[src/rtl/fe_simple_rx.sv]
// Receive frontend: timestamps ADC samples, packs them into 64-bit words, writes fixed-length
// bursts into a RAM ring buffer (one host credit per burst) and emits one descriptor per burst.
module fe_simple_rx #(
  parameter int unsigned TIMESTAMP_BITS = 48,
  parameter int unsigned RAM_ADDR_WIDTH = 18,
  parameter int unsigned DATA_BITS      = 3,
  parameter int unsigned BURST_BITS     = 12,
  parameter int unsigned FIFO_LOG2      = 2
) (
  input  logic                                   clk,
  input  logic                                   rst,
  input  logic                                   cfg_enable,
  input  logic [1:0]                             cfg_format,
  input  logic [BURST_BITS-1:0]                  cfg_burst_words,
  input  logic [63:0]                            adc_data,
  input  logic                                   adc_valid,
  input  logic                                   s_buf_valid,
  output logic                                   s_buf_ready,
  output logic [RAM_ADDR_WIDTH-DATA_BITS-1:0]    m_ram_waddr,
  output logic [63:0]                            m_ram_wdata,
  output logic                                   m_ram_wvalid,
  input  logic                                   m_ram_wready,
  output logic [TIMESTAMP_BITS+BURST_BITS:0]     m_descr_data,
  output logic                                   m_descr_valid,
  input  logic                                   m_descr_ready,
  output logic                                   sig_overrun,
  output logic [31:0]                            stat_overruns,
  output logic [TIMESTAMP_BITS-1:0]              rx_timer
);

  localparam int unsigned AW    = RAM_ADDR_WIDTH - DATA_BITS;
  localparam int unsigned DEPTH = 1 << FIFO_LOG2;
  localparam int unsigned PW    = FIFO_LOG2 + 1;

  typedef enum logic [1:0] {
    S_IDLE   = 2'd0,
    S_ACTIVE = 2'd1,
    S_DROP   = 2'd2
  } state_t;

  typedef struct packed {
    logic [AW-1:0] addr;
    logic [63:0]   data;
  } wr_entry_t;

  typedef struct packed {
    logic                      err;
    logic [TIMESTAMP_BITS-1:0] ts;
    logic [BURST_BITS-1:0]     words;
  } descr_t;

  state_t                    r_state, w_state_n;
  logic [TIMESTAMP_BITS-1:0] r_timer;
  logic                      r_phase;
  logic [31:0]               r_lo;
  logic [BURST_BITS-1:0]     r_len, r_cnt, w_len_n, w_cnt_n;
  logic [TIMESTAMP_BITS-1:0] r_ts, w_ts_n;
  logic                      r_err, w_err_n;
  logic [AW-1:0]             r_addr;
  wr_entry_t                 r_mem [DEPTH];
  logic [PW-1:0]             r_wp, r_rp, w_level;
  logic                      w_empty, w_full, w_pop, w_push, w_can_push;
  logic                      r_pend, r_dv;
  descr_t                    r_pend_d, w_cpl_d;
  logic                      w_cpl, w_descr_free, w_descr_ovr;
  logic                      w_start_ovr, w_full_ovr, w_ovr;
  logic                      w_addr_inc, w_buf_ready;
  logic                      r_ovr;
  logic [31:0]               r_ovr_cnt;
  logic                      w_fmt2, w_first, w_word_vld;
  logic [63:0]               w_word;

  // Packer: CI16_1 pairs two 32-bit samples, anything else is one sample per word
  assign w_fmt2     = (cfg_format != 2'd0);
  assign w_first    = cfg_enable && adc_valid && !r_phase;
  assign w_word_vld = cfg_enable && adc_valid && (w_fmt2 || r_phase);
  assign w_word     = w_fmt2 ? adc_data : {adc_data[31:0], r_lo};

  always_ff @(posedge clk) begin
    if (rst) begin
      r_timer <= '0;
      r_phase <= 1'b0;
      r_lo    <= '0;
    end else if (!cfg_enable) begin
      r_timer <= '0;
      r_phase <= 1'b0;
    end else if (adc_valid) begin
      r_timer <= r_timer + TIMESTAMP_BITS'(1);
      if (!w_fmt2) begin
        r_phase <= ~r_phase;
        if (!r_phase) r_lo <= adc_data[31:0];
      end
    end
  end

  // Write FIFO status; a full FIFO still accepts a push when the head pops in the same cycle
  assign w_level    = r_wp - r_rp;
  assign w_empty    = (r_wp == r_rp);
  assign w_full     = (w_level == PW'(DEPTH));
  assign w_pop      = !w_empty && m_ram_wready;
  assign w_can_push = !w_full || w_pop;

  assign w_descr_free = !r_pend || (r_dv && m_descr_ready);

  // Burst FSM next state; start-cycle values feed the word handling so a burst can begin on a word
  always_comb begin
    w_state_n   = r_state;
    w_len_n     = r_len;
    w_cnt_n     = r_cnt;
    w_ts_n      = r_ts;
    w_err_n     = r_err;
    w_buf_ready = 1'b0;
    w_push      = 1'b0;
    w_addr_inc  = 1'b0;
    w_start_ovr = 1'b0;
    w_full_ovr  = 1'b0;
    w_cpl       = 1'b0;
    w_cpl_d     = '0;

    case (r_state)
      S_IDLE: begin
        if (w_first) begin
          w_len_n = cfg_burst_words;
          w_cnt_n = '0;
          if (s_buf_valid) begin
            w_buf_ready = 1'b1;
            w_ts_n      = r_timer;
            w_err_n     = 1'b0;
            w_state_n   = S_ACTIVE;
          end else begin
            w_start_ovr = 1'b1;
            w_state_n   = S_DROP;
          end
        end
      end
      S_ACTIVE: begin
        if (!cfg_enable) begin
          w_cpl     = 1'b1;
          w_cpl_d   = '{err: 1'b1, ts: r_ts, words: r_cnt - BURST_BITS'(1)};
          w_state_n = S_IDLE;
        end
      end
      S_DROP: begin
        if (!cfg_enable) w_state_n = S_IDLE;
      end
      default: w_state_n = S_IDLE;
    endcase

    if (w_word_vld) begin
      if (w_state_n == S_ACTIVE) begin
        w_addr_inc = 1'b1;
        if (w_can_push) begin
          w_push = 1'b1;
        end else begin
          w_full_ovr = 1'b1;
          w_err_n    = 1'b1;
        end
        if (w_cnt_n == w_len_n) begin
          w_cpl     = 1'b1;
          w_cpl_d   = '{err: w_err_n, ts: w_ts_n, words: w_len_n};
          w_state_n = S_IDLE;
        end else begin
          w_cnt_n = w_cnt_n + BURST_BITS'(1);
        end
      end else if (w_state_n == S_DROP) begin
        if (w_cnt_n == w_len_n) w_state_n = S_IDLE;
        else                    w_cnt_n   = w_cnt_n + BURST_BITS'(1);
      end
    end
  end

  assign w_descr_ovr = w_cpl && !w_descr_free;
  assign w_ovr       = w_start_ovr || w_full_ovr || w_descr_ovr;

  always_ff @(posedge clk) begin
    if (rst) begin
      r_state <= S_IDLE;
      r_len   <= '0;
      r_cnt   <= '0;
      r_ts    <= '0;
      r_err   <= 1'b0;
      r_addr  <= '0;
    end else begin
      r_state <= w_state_n;
      r_len   <= w_len_n;
      r_cnt   <= w_cnt_n;
      r_ts    <= w_ts_n;
      r_err   <= w_err_n;
      if (w_addr_inc) r_addr <= r_addr + AW'(1);
    end
  end

  // Write FIFO storage and pointers
  always_ff @(posedge clk) begin
    if (rst) begin
      r_wp <= '0;
      r_rp <= '0;
      for (int i = 0; i < int'(DEPTH); i++) r_mem[i] <= '0;
    end else begin
      if (w_push) begin
        r_mem[r_wp[FIFO_LOG2-1:0]] <= '{addr: r_addr, data: w_word};
        r_wp <= r_wp + PW'(1);
      end
      if (w_pop) r_rp <= r_rp + PW'(1);
    end
  end

  // Descriptor: pending until its words have drained, then offered and held until accepted
  always_ff @(posedge clk) begin
    if (rst) begin
      r_pend   <= 1'b0;
      r_pend_d <= '0;
      r_dv     <= 1'b0;
    end else begin
      if (r_dv && m_descr_ready) begin
        r_dv   <= 1'b0;
        r_pend <= 1'b0;
      end else if (r_pend && w_empty && !r_dv) begin
        r_dv <= 1'b1;
      end
      if (w_cpl && w_descr_free) begin
        r_pend   <= 1'b1;
        r_pend_d <= w_cpl_d;
      end
    end
  end

  // Overrun sources in the same cycle collapse into one event
  always_ff @(posedge clk) begin
    if (rst) begin
      r_ovr     <= 1'b0;
      r_ovr_cnt <= '0;
    end else begin
      r_ovr <= w_ovr;
      if (w_ovr) r_ovr_cnt <= r_ovr_cnt + 32'd1;
    end
  end

  assign s_buf_ready   = w_buf_ready;
  assign m_ram_wvalid  = !w_empty;
  assign m_ram_waddr   = r_mem[r_rp[FIFO_LOG2-1:0]].addr;
  assign m_ram_wdata   = r_mem[r_rp[FIFO_LOG2-1:0]].data;
  assign m_descr_data  = r_pend_d;
  assign m_descr_valid = r_dv;
  assign sig_overrun   = r_ovr;
  assign stat_overruns = r_ovr_cnt;
  assign rx_timer      = r_timer;

endmodule

[config.mk]
export PLATFORM = sky130hd
export DESIGN_NAME = fe_simple_rx
export DESIGN_NICKNAME = d
export VERILOG_FILES = /design/src/rtl/fe_simple_rx.sv
export SDC_FILE = /design/constraint.sdc
export NUM_CORES = 1
export LEC_CHECK = 0
export CELL_PAD_IN_SITES_DETAIL_PLACEMENT = 1
export CELL_PAD_IN_SITES_GLOBAL_PLACEMENT = 1
export CORE_UTILIZATION = 48
export CTS_CLUSTER_DIAMETER = 80
export DETAILED_ROUTE_END_ITERATION = 8
export GPL_TIMING_DRIVEN = 0
export MAX_ROUTING_LAYER = met4
export PLACE_DENSITY_LB_ADDON = 0.1
export RECOVER_POWER = 25
export SYNTH_ARGS = -nofsm -noshare
export SYNTH_HDL_FRONTEND = slang
export SYNTH_SLANG_ARGS = --single-unit
[constraint.sdc]
create_clock -name clk -period 8.8 [get_ports clk]
set_input_delay 0.88 -clock clk [delete_from_list [all_inputs] [get_ports clk]]
set_output_delay 0.88 -clock clk [all_outputs]
set_load 0.005 [all_outputs]
==> reports/qor.csv, run 1 <==
metric,value,unit
critPathTopFamily,buffers and inverters,
wl,77830,um
via_per_inst,5.642,
drv_slew,0,
syn_avg_cell_area,11.23,um2
period_minus_slack,4.693,ns
holdPathStages,2,
r2r_slack,4.53,ns
cap_violations,1,
synth_ff_type,edfxtp_1,
worstMarginPinSlew,1.470,ns
slowest_delay,0.61,ns
min_from,r_lo[28],
max-slew-margin-rel,0.01086,
crit_chain,inv_1 > ha_1 > and4b_4 > clkbuf_1 > nand2_1 > inv_1 > clkbuf_1 > clkdlybuf4s50_1,
htreeDepth,2,
dpl.cell_count,3219,
crit_fanout,10,
hold_viol,0,
cp_slowest_cell,clkdlybuf4s50_1,
ir_worst_vdd,0.1553,mV
ys_top_cells_by_count,"nor2_1 (478), edfxtp_1 (316), dfxtp_1 (275)",
nNetsFinal,2697,
synth.distinct_cells,57,
reg2reg_from,r_state[0],
rsz0062_at_grt,false,
fin_crit_sh,0.5333,
ys_ff_latch,591,
crit_path_end_kind,output pin,
cts_resized,0,
core.rowCount,83,
synth_edf_count,316,
ctsHoldBuffers,0,
cts_buffer_depth,3,
io_buffers,306,
finalNonFillerCells,3340,
r2r_cells,11,
drcViolationCount,0,
cts_tree,done,
num_vias,18843,
yosysSeqAreaShare,0.5994,
cts_buffers,59,
worstPathArrival,3.81,ns
worst-path-buf-inv,5,
antenna_left,0,
syn-cell-area,0.02502,mm2
cp.depth,8,
grt.overflow.total,0,
p_per_area,194.2,mW/mm2
fmax,213.1,MHz
dpl_cell_area,0.02906,mm2
clk_latency,0.63,ns
cp.required,7.92,ns
tns,0,ns
p_total,6.026,mW
yosys_warnings,0,
grt_use_total,0.3022,
place.gp.congestion,0.8284,
antenna_found_initial,9,
holdWs,0.4542,ns
skew,0.02383,ns
stdcell_area,0.03104,mm2
routedWlPerCell,23.30,um
dpl.hpwl,53650,um
violations,capacitance limit,
start_kind,register,
io-pin-count,309,
die_x,230.3,um
dr.pass1.iters,5,
grt_start_max_net_pins,52,
dieArea,0.05303,mm2
crit_start,r_state[0],
clock-root-buffer,clkbuf_16,
hp-class,register to register,
yosysMostFrequentCell,nor2_1,
synth_area_leaders,"edfxtp_1 (38%), dfxtp_1 (22%), nor2_1 (7.2%)",
holdPathEnd,r_lo[28],
clk_pin_slew_worst_paths,0.06,ns
syn_inst,2228,
synth_nets,2325,
floorplan.initialDensity,0.4866,
grt_pass1_wl,118800,um
n_fill_cell,5360,
p_leak,11.19,nW
cts_sinks,591,
setup_violations,0,
status,"finished, violations left",
path_class,register to output pin,
drtIter0Drc,1324,
drive_above_1_share,0.08374,
synth_top_area_frac,0.3793,
syn_to_final_growth,24.06,%
post_cts_buffers,0,
chipHeight,230.3,um
synth_top_area_cell,edfxtp_1,
grt_pass1_vias,20166,
r2r-end,r_mem[1][37],
synthArstFlopShare,0,
core-area,0.05141,mm2
-- registers in the layout, indices dropped and copies added (netlist names), 2 cells and up, named ones only --
signal	count
rx_timer	48
r_len	12
r_cnt	12
r_lo	32
r_ts	48
r_mem	316
r_addr	15
r_state	2
stat_overruns	32
r_wp	3
m_descr_data	61
r_rp	3
-- through the flow --
step	util	setup slack (ns)
after floorplan	-	4.431
after global placement	0.5628	1.622
after detailed placement	0.5653	3.933
final	0.6037	4.107
after CTS	0.6043	4.047
after global routing	0.6037	3.923
-- worst reg2reg max path, stage by stage (launching register included) --
cell and delay [ns]:
dfxtp_1 0.43, inv_1 0.11, ha_1 0.32, nand3_1 0.09, nand2_1 0.10, o2bb2ai_1 0.40
nand2_1 0.18, or3_1 0.36, clkbuf_1 0.24, nor3_1 0.55, or2_4 0.82, buf_12 0.34
-- layout make-up --
| type | count | area (um2) | area share |
|---|---|---|---|
| Timing Repair Buffer | 311 | 3171 | 0.1022 |
| Inverter | 15 | 56.30 | 0.001814 |
| Sequential cell | 591 | 14990 | 0.4831 |
| Multi-Input combinational cell | 1473 | 9316 | 0.3002 |
| Buffer | 149 | 618.1 | 0.01992 |
| Clock inverter | 27 | 271.5 | 0.008748 |
| Clock buffer | 85 | 1735 | 0.05592 |
| Antenna cell | 9 | 22.52 | 0.0007257 |
| Tap cell | 680 | 850.8 | 0.02741 |
-- how the worst max path moves through the flow --
stage | end
after floorplan | r_mem[2][0]
after global placement | r_mem[2][11]
after detailed placement | r_mem[1][52]
after CTS | m_ram_waddr[13]
after global routing | s_buf_ready
final | s_buf_ready
-- cell usage in the layout, fill, tap and decap left out, drive strengths merged, types with 36 or more instances in the layout --
master and n:
mux4 79, a311oi 48, nor2 479, xnor2 36
buf 52, mux2i 79, nand2 267, dfxtp 275
clkdlybuf4s50 162, edfxtp 316, xor2 81, a21oi 103
and2 60, dlygate4sd3 144, clkbuf 187
-- power by group --
group,internal (mW),switching [mW],leakage (nW)
combinational,0.176,0.241,4.74
clock,1.51,1.09,1.00
sequential,2.97,0.0313,5.46
total,4.66,1.36,11.2
-- logic make-up (layout without fill, tap and decap cells) --
family	Yosys count	count (layout)	share of synthesized area
other	0	9	0
buffers and inverters	164	587	0.02746
AOI/OAI and AO/OA	218	218	0.05587
DFF	591	591	0.5994
and+or+nand+nor	968	968	0.1676
muxes	158	158	0.1027
xor gates and xnor gates	117	117	0.04096
adders and majority gates	12	12	0.006002
-- layer usage --
metal,global-route usage,share of wire,vias up
met5,-,0,-
met4,0.08547,0.027,0
met3,0.06560,0.061,119
met2,0.5167,0.51,546
met1,0.3580,0.40,9564
li1,-,-,8614
No activity file was read; power rests on OpenSTA's default activity.
==> run 2, diff against run 1 <==
- CORE_UTILIZATION: 48 -> 40
- clock period: 8.8 -> 3.8 ns (I/O delays scaled with it)
==> run 2 against run 1 <==
Net effect: the flow now finishes without violations; worst hold slack lost 0.36 ns; critical path depth grew 4; critical endpoint is now r_mem[0][22]; non-clock buffer count grew 2.
==> reports/qor.csv, run 2 (same netlist as run 1, synthesis figures left out) <==
metric,value,unit,change
cts_tree,done,,
cts_buffer_depth,3,,unchanged
path_class,register to register,,
p_leak,11.42,nW,+2.0%
io_buffers,306,,unchanged
final_common_cell,nor2_1,,
nNetsFinal,2710,,+0.48%
status,finished clean,,
top_register,r_mem,,
core-area,0.06171,mm2,+20%
crit_path_end_kind,register,,
core.rowCount,91,,+9.6%
clock-root-buffer,clkbuf_16,,
clk_pin_slew_worst_paths,0.06,ns,about the same
chipHeight,252.1,um,+9.5%
worstMarginPinSlew,1.382,ns,-0.08772 ns
cts_sinks,591,,unchanged
io-pin-count,309,,unchanged
dpl.hpwl,55050,um,+2.6%
clk_latency,0.60,ns,-0.03 ns
drtIter0Drc,1011,,-24%
hold_viol,0,,unchanged
die_x,252.1,um,+9.5%
antenna_left,0,,unchanged
period_minus_slack,3.721,ns,
floorplan.initialDensity,0.4054,,-0.08127
drive_above_1_share,0.09640,,+0.01266
start_kind,register,,
layout_common_cells,"nor2_1 (477), edfxtp_1 (316), dfxtp_1 (275)",,
grt_pass1_wl,120300,um,+1.2%
ctsHoldBuffers,0,,unchanged
drcViolationCount,0,,unchanged
dieArea,0.06354,mm2,+20%
via_per_inst,5.328,,-5.6%
grt.overflow.total,0,,unchanged
cap_violations,0,,-1
largest_register_ffs,316,,unchanged
cp.required,4.08,ns,-3.84 ns
cts_buffers,67,,+14%
grt_pass1_vias,19994,,-0.85%
worstPathArrival,4.00,ns,+0.19 ns
ir_worst_vdd,0.2526,mV,+63%
skew,0.01975,ns,-0.004071 ns
grt_use_total,0.2582,,-0.04395
wl,79640,um,+2.3%
syn_to_final_growth,26.40,%,
dr.pass1.iters,5,,unchanged
holdWs,0.09755,ns,-0.3566 ns
hp-class,primary input to register,,
rsz0062_at_grt,true,,
max-slew-margin-rel,0.06987,,+0.05902
num_vias,18717,,-0.67%
antenna_found_initial,11,,+2
setup_violations,0,,unchanged
routedWlPerCell,22.67,um,-2.7%
grt_start_max_net_pins,49,,-5.8%
p_per_area,458.4,mW/mm2,+140%
fin_crit_sh,0.9793,,
place.gp.congestion,0.8311,,+0.33%
drv_slew,0,,unchanged
htreeDepth,3,,+1
crit_fanout,37,,+27
tns,0,ns,unchanged
fmax,268.7,MHz,
-- run 2: cell count changes in the layout (fill, tap and decap cells not counted), sizes merged --
cell,previous run,this run
clkinvlp,0,1
bufinv,5,3
clkbuf,187,209
buf,52,51
nand2b,6,7
diode,9,10
inv,16,15
or2,3,5
clkdlybuf4s15,0,3
clkinv,21,11
-- run 2: final cells by class --
| cell class | instances | area [um2] |
|---|---|---|
| antenna | 10 | 25.02 |
| inverter | 15 | 56.30 |
| fill | 6668 | 30090 |
| sequential | 591 | 14990 |
| clock buffer | 107 | 2078 |
| timing repair buffer | 314 | 3216 |
| buffer | 148 | 665.6 |
| clock inverter | 15 | 152.6 |
| tap | 837 | 1047 |
| multi-input combinational | 1476 | 9387 |
-- run 2: path summary, 6_finish.rpt --
path         startpoint  slack, ns           end  cells past startpoint
max          r_state[0]       0.08  r_mem[0][22]                     12
min           adc_valid        0.1   rx_timer[0]                      3
max reg2reg  r_state[0]       0.08  r_mem[0][22]                     12
min reg2reg    r_lo[26]       0.46      r_lo[26]                      2
-- run 2: repair_timing --
action,in CTS,in global routing
gates resized for setup,10,22
pin swaps,1,0
endpoints found under the hold margin,0,0
setup endpoints to repair,203,284
setup buffers,1,1
gates cloned,2,1
-- run 2: power breakdown --
part	total [mW]	internal (mW)	switching (mW)	leakage [nW]
combinational	0.982	0.416	0.566	4.87
sequential	6.96	6.89	0.0680	5.46
clock	6.56	3.95	2.61	1.09
-- run 2: critical path, stage by stage (launching register included) --
cell and delay (ns):
dfxtp_1 0.41, inv_1 0.11, ha_1 0.33, nand3_1 0.09
nand2_1 0.10, o2bb2ai_1 0.41, nand2_1 0.19, or3_1 0.35
clkbuf_1 0.25, nor3_2 0.38, or2_4 0.23, buf_16 0.26
buf_12 0.26
-- run 2: per-layer routing --
metal | routed length, um | GRT usage | vias up
li1 | - | - | 8638
met1 | 33270 | 0.3162 | 9507
met2 | 39560 | 0.4273 | 461
met3 | 4601 | 0.04952 | 111
met4 | 2218 | 0.08848 | 0
met5 | 0 | - | -
-- run 2: stage by stage --
stage | area (um2) | utilization | setup slack [ns] | cells | total power [mW]
after floorplan | 25020 | - | 0.3615 | 2228 | 7.537
after global placement | 29130 | 0.4720 | -1.554 | 3371 | 8.053
after detailed placement | 29290 | 0.4746 | -0.5949 | 3377 | 8.088
after CTS | 31560 | 0.5115 | -0.03777 | 3501 | 14.63
after global routing | 31620 | 0.5124 | -0.07671 | 3513 | 14.94
final | 31620 | 0.5124 | 0.07867 | 3513 | 14.50
